$ cat src/rtl/multicycle_control.sv
// Multicycle RV64 control unit: Moore FSM that sequences one instruction
// step per clock and drives every datapath control input from the current
// state. Also keeps a sticky illegal-opcode flag and a retired-instruction
// counter.
module multicycle_control #(
    parameter logic [6:0] LD    = 7'b000_0011,
    parameter logic [6:0] SD    = 7'b010_0011,
    parameter logic [6:0] RTYPE = 7'b011_0011,
    parameter logic [6:0] BEQ   = 7'b110_0011,
    parameter int         CNTW  = 32
) (
    input  logic            clock,
    input  logic            reset,
    input  logic [6:0]      opcode,
    output logic [1:0]      ALUOp,
    output logic [1:0]      ALUSrcB,
    output logic            ALUSrcA,
    output logic            PCSource,
    output logic            IorD,
    output logic            MemtoReg,
    output logic            MemRead,
    output logic            MemWrite,
    output logic            RegWrite,
    output logic            IRWrite,
    output logic            PCWrite,
    output logic            PCWriteCond,
    output logic [3:0]      state,
    output logic            illegal,
    output logic [CNTW-1:0] instr_count
);

    typedef enum logic [3:0] {
        S_FETCH   = 4'd0,
        S_DECODE  = 4'd1,
        S_MEMADR  = 4'd2,
        S_MEMRD   = 4'd3,
        S_MEMWB   = 4'd4,
        S_MEMWR   = 4'd5,
        S_EXEC    = 4'd6,
        S_RWB     = 4'd7,
        S_BRANCH  = 4'd8,
        S_ILLEGAL = 4'd9
    } state_t;

    state_t          state_q, state_d;
    logic            illegal_q, illegal_d;
    logic [CNTW-1:0] count_q, count_d;
    logic            retire;

    // The last step of every legal instruction retires it.
    assign retire = (state_q == S_MEMWB) || (state_q == S_MEMWR) ||
                    (state_q == S_RWB)   || (state_q == S_BRANCH);

    // State, sticky flag and counter registers; reset wins over everything.
    always_ff @(posedge clock) begin
        if (reset) begin
            state_q   <= S_FETCH;
            illegal_q <= 1'b0;
            count_q   <= '0;
        end else begin
            state_q   <= state_d;
            illegal_q <= illegal_d;
            count_q   <= count_d;
        end
    end

    // Next-state logic; opcode is only looked at in DECODE and MEMADR,
    // where the instruction register is guaranteed stable.
    always_comb begin
        state_d   = S_FETCH;
        illegal_d = illegal_q;
        count_d   = count_q + CNTW'(retire);
        case (state_q)
            S_FETCH:  state_d = S_DECODE;
            S_DECODE: begin
                if (opcode == LD || opcode == SD) begin
                    state_d = S_MEMADR;
                end else if (opcode == RTYPE) begin
                    state_d = S_EXEC;
                end else if (opcode == BEQ) begin
                    state_d = S_BRANCH;
                end else begin
                    state_d   = S_ILLEGAL;
                    illegal_d = 1'b1;
                end
            end
            // Only LD and SD reach MEMADR, so anything not SD is the load.
            S_MEMADR:  state_d = (opcode == SD) ? S_MEMWR : S_MEMRD;
            S_MEMRD:   state_d = S_MEMWB;
            S_MEMWB:   state_d = S_FETCH;
            S_MEMWR:   state_d = S_FETCH;
            S_EXEC:    state_d = S_RWB;
            S_RWB:     state_d = S_FETCH;
            S_BRANCH:  state_d = S_FETCH;
            S_ILLEGAL: state_d = S_ILLEGAL;
            // Unreachable encodings recover to FETCH.
            default:   state_d = S_FETCH;
        endcase
    end

    // Moore output decode from the state register; everything is held at
    // zero while reset is asserted so no partial write can escape.
    always_comb begin
        ALUOp       = 2'b00;
        ALUSrcB     = 2'b00;
        ALUSrcA     = 1'b0;
        PCSource    = 1'b0;
        IorD        = 1'b0;
        MemtoReg    = 1'b0;
        MemRead     = 1'b0;
        MemWrite    = 1'b0;
        RegWrite    = 1'b0;
        IRWrite     = 1'b0;
        PCWrite     = 1'b0;
        PCWriteCond = 1'b0;
        if (!reset) begin
            case (state_q)
                S_FETCH: begin
                    MemRead = 1'b1;
                    IRWrite = 1'b1;
                    PCWrite = 1'b1;
                    ALUSrcB = 2'b01;
                end
                S_DECODE: begin
                    ALUSrcB = 2'b11;
                end
                S_MEMADR: begin
                    ALUSrcA = 1'b1;
                    ALUSrcB = 2'b10;
                end
                S_MEMRD: begin
                    MemRead = 1'b1;
                    IorD    = 1'b1;
                end
                S_MEMWB: begin
                    RegWrite = 1'b1;
                    MemtoReg = 1'b1;
                end
                S_MEMWR: begin
                    MemWrite = 1'b1;
                    IorD     = 1'b1;
                end
                S_EXEC: begin
                    ALUSrcA = 1'b1;
                    ALUOp   = 2'b10;
                end
                S_RWB: begin
                    RegWrite = 1'b1;
                end
                S_BRANCH: begin
                    ALUSrcA     = 1'b1;
                    ALUOp       = 2'b01;
                    PCWriteCond = 1'b1;
                    PCSource    = 1'b1;
                end
                default: ;
            endcase
        end
    end

    assign state       = state_q;
    assign illegal     = illegal_q;
    assign instr_count = count_q;

endmodule

$ cat config.mk
export PLATFORM = sky130hd
export DESIGN_NAME = multicycle_control
export DESIGN_NICKNAME = d
export VERILOG_FILES = /design/src/rtl/multicycle_control.sv
export SDC_FILE = /design/constraint.sdc
export NUM_CORES = 1
export LEC_CHECK = 0
export CAP_MARGIN = 20
export CORE_ASPECT_RATIO = 2
export CORE_MARGIN = 2
export CORE_UTILIZATION = 45
export DETAILED_ROUTE_END_ITERATION = 8
export MAX_ROUTING_LAYER = met4
export PLACE_DENSITY = 0.78
export SKIP_LAST_GASP = 1
export SYNTH_ARGS = -nofsm -noshare
export SYNTH_HDL_FRONTEND = slang
export SYNTH_SLANG_ARGS = --single-unit
$ cat constraint.sdc
create_clock -name clock -period 6.2 [get_ports clock]
set_input_delay 1.55 -clock clock [delete_from_list [all_inputs] [get_ports clock]]
set_output_delay 1.55 -clock clock [all_outputs]
set_load 0.005 [all_outputs]
* Word-level counts from Yosys, hierarchy flattened *
Index checks and enable logic that the tools add are counted.

storage, ports and cells
  flip-flop bits (word level) = 37
  output and inout port bits = 51
  input bits = 9
  logic and storage cells = 55

cells by class
  reductions and logical operators = 10
  eq/ne operators = 13
  add/sub/neg operators = 1
  bitwise gates (word level) = 3
  muxes and demuxes = 25

operators with widths
  kind                count
  $add 32x1->32       1
  $pmux 4 s6          1
  $mux 1              17
  $eq 4x3->1 const B  4
  $eq 7x6->1 const B  2
  $eq 4x2->1 const B  2
  $eq 4x4->1 const B  2
  $mux 4              2
  $eq 7x2->1 const B  1
  $eq 7x7->1 const B  1
  $pmux 2 s3          1
  $reduce_or 2->1     3
  $eq 4x1->1 const B  1
  $logic_not 4->1     1
  $logic_or 1x1->1    4
  $mux 2              2
  $pmux 2 s2          1
  $reduce_and 4->1    1
  $mux 3              1
  $not 1->1           3
  $reduce_or 3->1     1

* Logic depth before layout (Yosys ltp) *
Gate-level depths: netlist of the first run.

  word-level depth = 5
  gate-level depth with buffers = 11
  gate-level depth less buffers = 9

* Worst setup path before layout of the first run *
OpenSTA, ideal clock, no wires.

  kind = input-to-output
  start = input reset
  end = output PCWrite
  data arrival time = 2,296 ps
  setup slack = 2,354 ps
  data required time = 4,650 ps
  cell stages on the path = 3
  path buffers = 1
  cells stage by stage = or3_1 nor3_1 buf_4

on the way
  cells in the longest elaborated chain, start to end = 1

RTL lines
  item                RTL line  RTL
  start: declaration  13        input logic reset,
  $mux 1              --
  end: declaration    25        output logic PCWrite,

Every way passes these cells.

* Worst setup path after layout of the first run *
  start = input reset
  end = output RegWrite

on the way
  cells in the longest elaborated chain, start to end = 1

RTL lines
  item              RTL line  RTL
  $mux 1            116       if (!reset) begin
  end: declaration  23        output logic RegWrite,

Every way passes these cells.

==> impl_metrics.tcl, run 1 <==
set metrics [dict create \
    status "finished clean" \
    area_growth_pct 37.8 \
    wl_met1_um 1690 \
    netlist_instances 232 \
    worstMarginPinSlew_ps 547 \
    slowest_delay_ps 510 \
    drv_cap 0 \
    ys_ff_latch 37 \
    max_slew_margin_pct 63.2 \
    hold_viol 0 \
    wl_met3_um 231 \
    powerDensity_nw_per_um2 189 \
    yosysWarnings 0 \
    period_share_pct 76.9 \
    syn_area_per_cell_um2 8.04 \
    gr-total-overflow 0 \
    cp_num_cells 6 \
    insertion_delay_ps 290 \
    clock-root-buffer "clkbuf_8" \
    via_count 1911 \
    clkSlewWorstSetupHoldPaths_ps 70 \
    h-tree-depth 2 \
    worstHoldPathType "reg -> reg" \
    grt_pass1_vias 1763 \
    synth.distinct_cells 35 \
    cts_max_path_buffers 2 \
    switching_share_pct 23.4 \
    max_freq_ghz 0.210 \
    slew_violations 0 \
    total_power_mw 0.485 \
    top_layer "met4" \
    dp_slack_ps 1430 \
    worst_ir_drop_vdd_mv 0.180 \
    cp.required_ps 4650 \
    fin_area_um2 2570 \
    layout.nets 298 \
    seq_power_share_pct 51.4 \
    wl_per_cell_um 13.5 \
    grt_pass1_wl_um 7590 \
    cts_sinks 37 \
    syn_area_um2 1870 \
    drcViolationCount 0 \
    pwr-share-comb_pct 10.6 \
    synth_seq_area_share_pct 39.7 \
    fin_cells 339 \
    path_class "in -> out" \
    min_path_cells 2 \
    core_area_um2 4050 \
    rr_worst_depth 9 \
    crit_buf_inv 3 \
    diodes 0 \
    io_buffers 59 \
    synthFlopType "dfxtp_1" \
    ctsResizeCount 0 \
    clock_skew_ps 11.2 \
    wl_met2_um 2570 \
    syn_nets 244 \
    antenna_found_initial 0 \
    dp_cells 331 \
    setup_violations 0 \
    crit_path_start_kind "input port" \
    holdWs_ps 475 \
    dr.pass1.iters 4 \
    die_x_um 49.5 \
    tns_ps 0 \
    worstPathArrival_ps 3220 \
    utilization_pct 63.5 \
    drive_above_1_share_pct 4.53 \
    drt-initial-drc-count 16 \
    path_max_fanout 35 \
    path_delay_family "buffers and inverters" \
    crit_path_end_kind "output port" \
    initial_utilization_pct 46.1 \
    die-area_um2 4710 \
    synth-async-reset-ratio_pct 0 \
    cts_buffers 5 \
    worst_path_max_delay_cell "clkdlybuf4s50_1" \
    p_leak_nw 0.816 \
    setup_ws_ps 1430 \
    die-height_um 95.1 \
    clockPowerShare_pct 38.0 \
    cts_tree "built" \
    intPower_mw 0.371 \
    rows 33 \
    post-dp-hpwl_um 3460 \
    ctsHoldBuffers 0 \
    period_needed_ps 4770 \
    synth-edff-count 0 \
    placedInstanceArea_um2 2470 \
    grtUsageTotal_pct 21.0 \
    place_congestion 0.799 \
    ant_nets 0 \
    wirelength_um 4580 \
    cts_setup_buffers 0 \
    grt_max_degree 36 \
    net-switching-power_mw 0.114 \
    vias_per_cell 5.64 \
    path_cells "clkdlybuf4s50_1 > buf_4 > nor2_1 > nand2_1 > nor2_1 > clkdlybuf4s50_1" \
    ios 60 \
    rsz0062_at_grt "no" \
]
-- cell type report --
| cell class | count | area (um^2) |
|---|---|---|
| clock buffers | 7 | 96.3 |
| clock inverters | 1 | 5.00 |
| fillers | 382 | 1480 |
| inverters | 8 | 30.0 |
| multi-input cells | 174 | 1040 |
| flip-flops and latches | 37 | 741 |
| well taps | 52 | 65.1 |
| repair buffers | 60 | 598 |
-- path summary, 6_finish.rpt --
path                                      startpoint                         end  slack [ps]
worst max register to register   state[0]$_SDFF_PP0_  instr_count[28]$_SDFF_PP0_        3130
worst min-delay path            illegal$_SDFFE_PP0P_        illegal$_SDFFE_PP0P_         470
worst min register to register  illegal$_SDFFE_PP0P_        illegal$_SDFFE_PP0P_         470
worst max-delay path                           reset                    RegWrite        1430
-- cells in the mapped netlist (all sizes together), types with 8 or more instances --
master	n	area share [%]
nor3	9	2.4
nor2	22	4.4
a21oi	23	6.2
dfxtp	37	40
nand4	10	3.7
or4	8	3.6
clkbuf	8	1.7
or3	16	5.4
inv	8	1.6
xnor2	9	4.2
o21ai	15	4.0
nand2	17	3.4
-- tightest hold or removal path, cell delays in order (launching register included) --
cell and delay, ps:
dfxtp_1 320, inv_1 60, a21oi_1 50
-- power groups by stage --
stage | Clock [mW] | Sequential, mW | Combinational, mW
4_1_cts | 0.188 | 0.249 | 0.0519
2_1_floorplan | 0 | 0.250 | 0.0283
5_1_grt | 0.195 | 0.250 | 0.0574
3_3_place_gp | 0 | 0.255 | 0.0512
6_report | 0.184 | 0.249 | 0.0514
3_5_place_dp | 0 | 0.255 | 0.0514
-- cells in the final DEF, fill, tap and decap left out, types with 2 or more instances in the layout --
| master | synthesis | routed |
|---|---|---|
| inv_1 | 8 | 8 |
| o31ai_1 | 4 | 4 |
| nor3_1 | 9 | 9 |
| a2111oi_0 | 2 | 2 |
| xor2_1 | 5 | 5 |
| ha_1 | 3 | 3 |
| clkbuf_8 | 0 | 7 |
| nand3_1 | 7 | 7 |
| nand4_1 | 9 | 9 |
| dfxtp_1 | 37 | 37 |
| xnor2_1 | 9 | 9 |
| a211oi_1 | 4 | 4 |
| nor4_1 | 4 | 4 |
| nand2_1 | 17 | 17 |
| and4_1 | 2 | 2 |
| or4_1 | 6 | 6 |
| a21oi_1 | 23 | 23 |
| nand2b_1 | 3 | 3 |
| nor2_1 | 22 | 22 |
| or4_4 | 2 | 2 |
| o21ai_0 | 15 | 15 |
| or3_1 | 16 | 16 |
| clkdlybuf4s50_1 | 0 | 59 |
| and3_1 | 2 | 2 |
| nor2b_1 | 3 | 3 |
-- sequential cells by signal, summed over array words and instances (netlist names) --
register	flops
illegal	1
instr_count	32
state	4
-- layer usage --
metal | up-vias | track usage, %
li1 | 953 | -
met1 | 891 | 19.4
met2 | 56 | 40.6
met3 | 11 | 4.70
met4 | 0 | 8.10
met5 | - | -
-- kinds of logic (layout without fill, tap and decap cells) --
family | Yosys count | count (layout) | synth area share [%]
AO/OA/AOI/OAI | 50 | 50 | 15.2
XOR/XNOR | 14 | 14 | 6.57
adder cells (fa/ha/maj) | 4 | 4 | 2.55
buffers and inverters | 21 | 76 | 4.76
flip-flops | 37 | 37 | 39.7
AND/OR/NAND/NOR | 106 | 106 | 31.2
No activity file was read; power rests on OpenSTA's default activity.
==> run 2, diff against run 1 <==
- clock period: 6.2 -> 4.7 ns (I/O delays scaled with it)
==> run 2 against run 1 <==
Compared with the run above: critical path depth unchanged; highest routed layer unchanged; worst setup slack worse by 760 ps; via count up 0.68%.
==> impl_metrics.tcl, run 2 (synthesis gave the netlist of run 1 again) <==
set metrics [dict create \
    path_class "in -> out" \
    status "finished clean" \
    cts_max_path_buffers 2 \
    clock_skew_ps 10.1 \
    dp_slack_ps 665 \
    drv_cap 0 \
    pwr-share-comb_pct 11.1 \
    min_path_cells 2 \
    period_share_pct 85.7 \
    worstMarginPinSlew_ps 532 \
    grt_pass1_vias 1804 \
    ctsHoldBuffers 0 \
    gr-total-overflow 0 \
    rr_endpoint "instr_count[28]$_SDFF_PP0_" \
    clkSlewWorstSetupHoldPaths_ps 70 \
    fill_cells 393 \
    drcViolationCount 0 \
    path_max_fanout 35 \
    die_x_um 49.5 \
    initial_utilization_pct 46.1 \
    ios 60 \
    min_to "illegal$_SDFFE_PP0P_" \
    powerDensity_nw_per_um2 238 \
    ctsResizeCount 0 \
    total_power_mw 0.608 \
    period_needed_ps 4030 \
    wl_met1_um 1630 \
    rr_worst_depth 9 \
    worst_ir_drop_vdd_mv 0.243 \
    rsz0062_at_grt "no" \
    wl_per_cell_um 13.5 \
    dp_cells 331 \
    wirelength_um 4580 \
    setup_violations 0 \
    insertion_delay_ps 290 \
    fin_area_um2 2550 \
    clock-root-buffer "clkbuf_8" \
    largest_reg_flops 32 \
    crit_path_end_kind "output port" \
    diodes 0 \
    die-area_um2 4710 \
    max_freq_ghz 0.248 \
    net-switching-power_mw 0.148 \
    layout_commonest_cell "clkdlybuf4s50_1" \
    fin_cells 339 \
    placedInstanceArea_um2 2470 \
    vias_per_cell 5.68 \
    multi_input_area_um2 1040 \
    seq_power_share_pct 54.1 \
    clockPowerShare_pct 34.8 \
    r2r_slack_ps 1630 \
    grt_pass1_wl_um 7630 \
    core_area_um2 4050 \
    slew_violations 0 \
    antenna_found_initial 0 \
    cts_setup_buffers 0 \
    r2r-start "state[0]$_SDFF_PP0_" \
    grt_max_degree 36 \
    hold_start "illegal$_SDFFE_PP0P_" \
    grtUsageTotal_pct 21.1 \
    switching_share_pct 24.4 \
    via_count 1924 \
    max_slew_margin_pct 64.2 \
    drive_above_1_share_pct 4.18 \
    worst_path_max_delay_cell "clkdlybuf4s50_1" \
    h-tree-depth 2 \
    setup_ws_ps 673 \
    rows 33 \
    die-height_um 95.1 \
    layout_common_cells "59 x clkdlybuf4s50_1, 37 x dfxtp_1, 23 x a21oi_1" \
    cts_tree "built" \
    top_layer "met4" \
    post-dp-hpwl_um 3490 \
    hold_viol 0 \
    ant_nets 0 \
    tns_ps 0 \
    cts_sinks 37 \
    wl_met3_um 192 \
    p_leak_nw 0.807 \
    place_congestion 0.799 \
    cts_buffers 5 \
    dr.pass1.iters 4 \
    regArea_um2 741 \
    path_cells "clkdlybuf4s50_1 > buf_4 > nor2_1 > nand2_1 > nor2_1 > clkdlybuf4s50_1" \
    io_buffers 59 \
    drt-initial-drc-count 44 \
    layout.nets 298 \
    wl_met2_um 2670 \
    crit_path_start_kind "input port" \
    slowest_delay_ps 510 \
    worstHoldPathType "reg -> reg" \
    worstPathArrival_ps 2850 \
    area_growth_pct 36.8 \
    intPower_mw 0.460 \
    cp.required_ps 3520 \
]
run 2: cell types whose count changed in the layout (fill, tap and decap cells not counted), sizes merged:
| cell | before | now |
|---|---|---|
| clkbuf | 7 | 6 |
| clkinv | 1 | 2 |
run 2: layer usage:
| layer | global-route usage [%] | vias to the layer above |
|---|---|---|
| met2 | 41.0 | 60 |
| met1 | 18.7 | 913 |
| met5 | - | - |
| li1 | - | 944 |
| met3 | 3.45 | 7 |
| met4 | 11.3 | 0 |
run 2: worst max-delay path by stage:
stage / cells after the start / slack, ps / startpoint / end
CTS: 6 / 680 / reset / ALUOp[1]
global placement: 6 / 720 / reset / RegWrite
detailed placement: 6 / 660 / reset / ALUOp[1]
finish: 6 / 670 / reset / RegWrite
global route: 6 / 570 / reset / ALUOp[1]
floorplan: 3 / 1600 / reset / PCWrite
run 2: metrics by stage:
step,utilization (%),hold slack (ps)
2_1_floorplan,-,442
3_3_place_gp,61.0,461
3_5_place_dp,61.0,459
4_1_cts,63.1,470
5_1_grt,63.1,501
6_report,63.1,465
run 2: power groups by stage:
stage	logic (mW)	clock network (mW)	registers (mW)
3_3_place_gp	0.0676	0	0.336
5_1_grt	0.0751	0.230	0.330
2_1_floorplan	0.0374	0	0.330
3_5_place_dp	0.0678	0	0.336
4_1_cts	0.0683	0.218	0.329
6_report	0.0676	0.212	0.329
run 2: cell type report:
class                      instances  share of cell area, %
sequential                        37                   29.0
timing repair buffer              60                   23.4
clock inverter                     2                  0.392
inverter                           8                   1.18
multi-input combinational        174                   40.6
tap                               52                   2.55
clock buffer                       6                   2.84
run 2: critical path: cells and delay by family:
family        cells  cell delay [ps]
buf+inv           3             1290
simple gates      3              390
==> run 3, diff against run 2 <==
- PLACE_DENSITY: 0.78 -> not set
- PLACE_DENSITY_LB_ADDON: not set -> 0.15
==> run 3 against run 2 <==
Compared with the run above: routed wire length fell by 0.74%; flip-flop and latch count unchanged; worst setup slack better by 62 ps; clock-buffer cell count fell by 1.
==> impl_metrics.tcl, run 3 (synthesis gave the netlist of run 1 again) <==
set metrics [dict create \
    antenna_found_initial 0 \
    ctsResizeCount 0 \
    wirelength_um 4550 \
    hold_viol 0 \
    dp_cells 332 \
    layout.nets 299 \
    ctsHoldBuffers 0 \
    crit_buf_inv 2 \
    h-tree-depth 2 \
    insertion_delay_ps 290 \
    fin_cells 338 \
    clock_skew_ps 6.07 \
    layout_common_cells "59 x clkdlybuf4s50_1, 37 x dfxtp_1, 23 x a21oi_1" \
    holdWs_ps 455 \
    io_buffers 59 \
    p_leak_nw 0.806 \
    place_congestion 0.770 \
    pwr-share-comb_pct 11.4 \
    multi_input_area_um2 1040 \
    drive_above_1_share_pct 4.20 \
    path_delay_family "buffers and inverters" \
    die-area_um2 4710 \
    path_class "in -> out" \
    ios 60 \
    grt_max_degree 23 \
    via_count 1916 \
    rows 33 \
    cts_sinks 37 \
    vias_per_cell 5.67 \
    worstPathArrival_ps 2790 \
    powerDensity_nw_per_um2 235 \
    cts_buffers 5 \
    die-height_um 95.1 \
    cts_max_path_buffers 2 \
    worstHoldPathType "reg -> reg" \
    dr.pass1.iters 4 \
    worstMarginPinSlew_ps 585 \
    intPower_mw 0.455 \
    cts_tree "built" \
    period_needed_ps 3970 \
    tns_ps 0 \
    crit_path_end_kind "output port" \
    clockPowerShare_pct 33.7 \
    crit_top_cell "clkdlybuf4s50_1" \
    cp.required_ps 3520 \
    switching_share_pct 23.9 \
    status "finished clean" \
    drv_cap 0 \
    layout_commonest_cell "clkdlybuf4s50_1" \
    fill_cells 399 \
    drcViolationCount 0 \
    crit_path_start_kind "input port" \
    core_area_um2 4050 \
    worst_ir_drop_vdd_mv 0.177 \
    drt-initial-drc-count 38 \
    diodes 0 \
    grt_pass1_wl_um 7310 \
    seq_power_share_pct 54.9 \
    path_cells "clkdlybuf4s50_1 > or3_1 > nor3_1 > clkdlybuf4s50_1" \
    net-switching-power_mw 0.143 \
    slowest_delay_ps 550 \
    post-dp-hpwl_um 3400 \
    clock-root-buffer "clkbuf_8" \
    worst_path_max_delay_cell "clkdlybuf4s50_1" \
    period_share_pct 84.4 \
    regArea_um2 741 \
    max_freq_ghz 0.252 \
    max_slew_margin_pct 60.6 \
    rsz0062_at_grt "no" \
    utilization_pct 63.0 \
    largest_reg_flops 32 \
    slew_violations 0 \
    setup_violations 0 \
    grtUsageTotal_pct 20.3 \
    area_growth_pct 36.8 \
    path_max_fanout 4 \
    initial_utilization_pct 46.1 \
    gr-total-overflow 0 \
    ant_nets 0 \
    grt_pass1_vias 1771 \
    wl_per_cell_um 13.4 \
    cts_setup_buffers 0 \
    clkSlewWorstSetupHoldPaths_ps 70 \
    die_x_um 49.5 \
]
==> run 3: power by group through the flow <==
stage	Sequential (mW)	Clock, mW	Combinational, mW
3_5_place_dp	0.336	0	0.0685
5_1_grt	0.330	0.219	0.0764
4_1_cts	0.329	0.209	0.0692
2_1_floorplan	0.330	0	0.0374
3_3_place_gp	0.336	0	0.0683
6_report	0.329	0.201	0.0685
==> run 3: layer usage <==
metal	vias to the layer above	GRT usage, %	part of all wire, %
li1	939	-	-
met1	915	18.2	36
met2	52	38.4	57
met3	10	3.29	4.3
met4	0	12.7	2.5
met5	-	-	0
==> run 3: tightest hold or removal path, stage by stage (launching register included) <==
cell and delay (ps):
dfxtp_1 310, inv_1 50, a21oi_1 50
==> run 3: cell type report <==
class                      instances  share of cell area [%]
clock buffer                       5                    2.70
clock inverter                     1                   0.196
inverter                           8                    1.18
multi-input combinational        174                    40.6
sequential                        37                    29.0
tap                               52                    2.55
timing repair buffer              61                    23.7
==> run 3: final timing paths <==
path,start,endpoint,slack [ps],cells past startpoint
max reg2reg,state[0]$_SDFF_PP0_,instr_count[28]$_SDFF_PP0_,1630,9
max,reset,PCWriteCond,730,4
min,illegal$_SDFFE_PP0P_,illegal$_SDFFE_PP0P_,450,2
min reg2reg,illegal$_SDFFE_PP0P_,illegal$_SDFFE_PP0P_,450,2
==> run 3: per-stage QoR <==
step                      power (mW)  cell area [um^2]  setup slack [ps]
final                          0.598              2550               735
after global placement         0.404              2480               788
after detailed placement       0.404              2480               754
after floorplan                0.367              1870              1600
after global routing           0.625              2550               655
after CTS                      0.607              2550               733
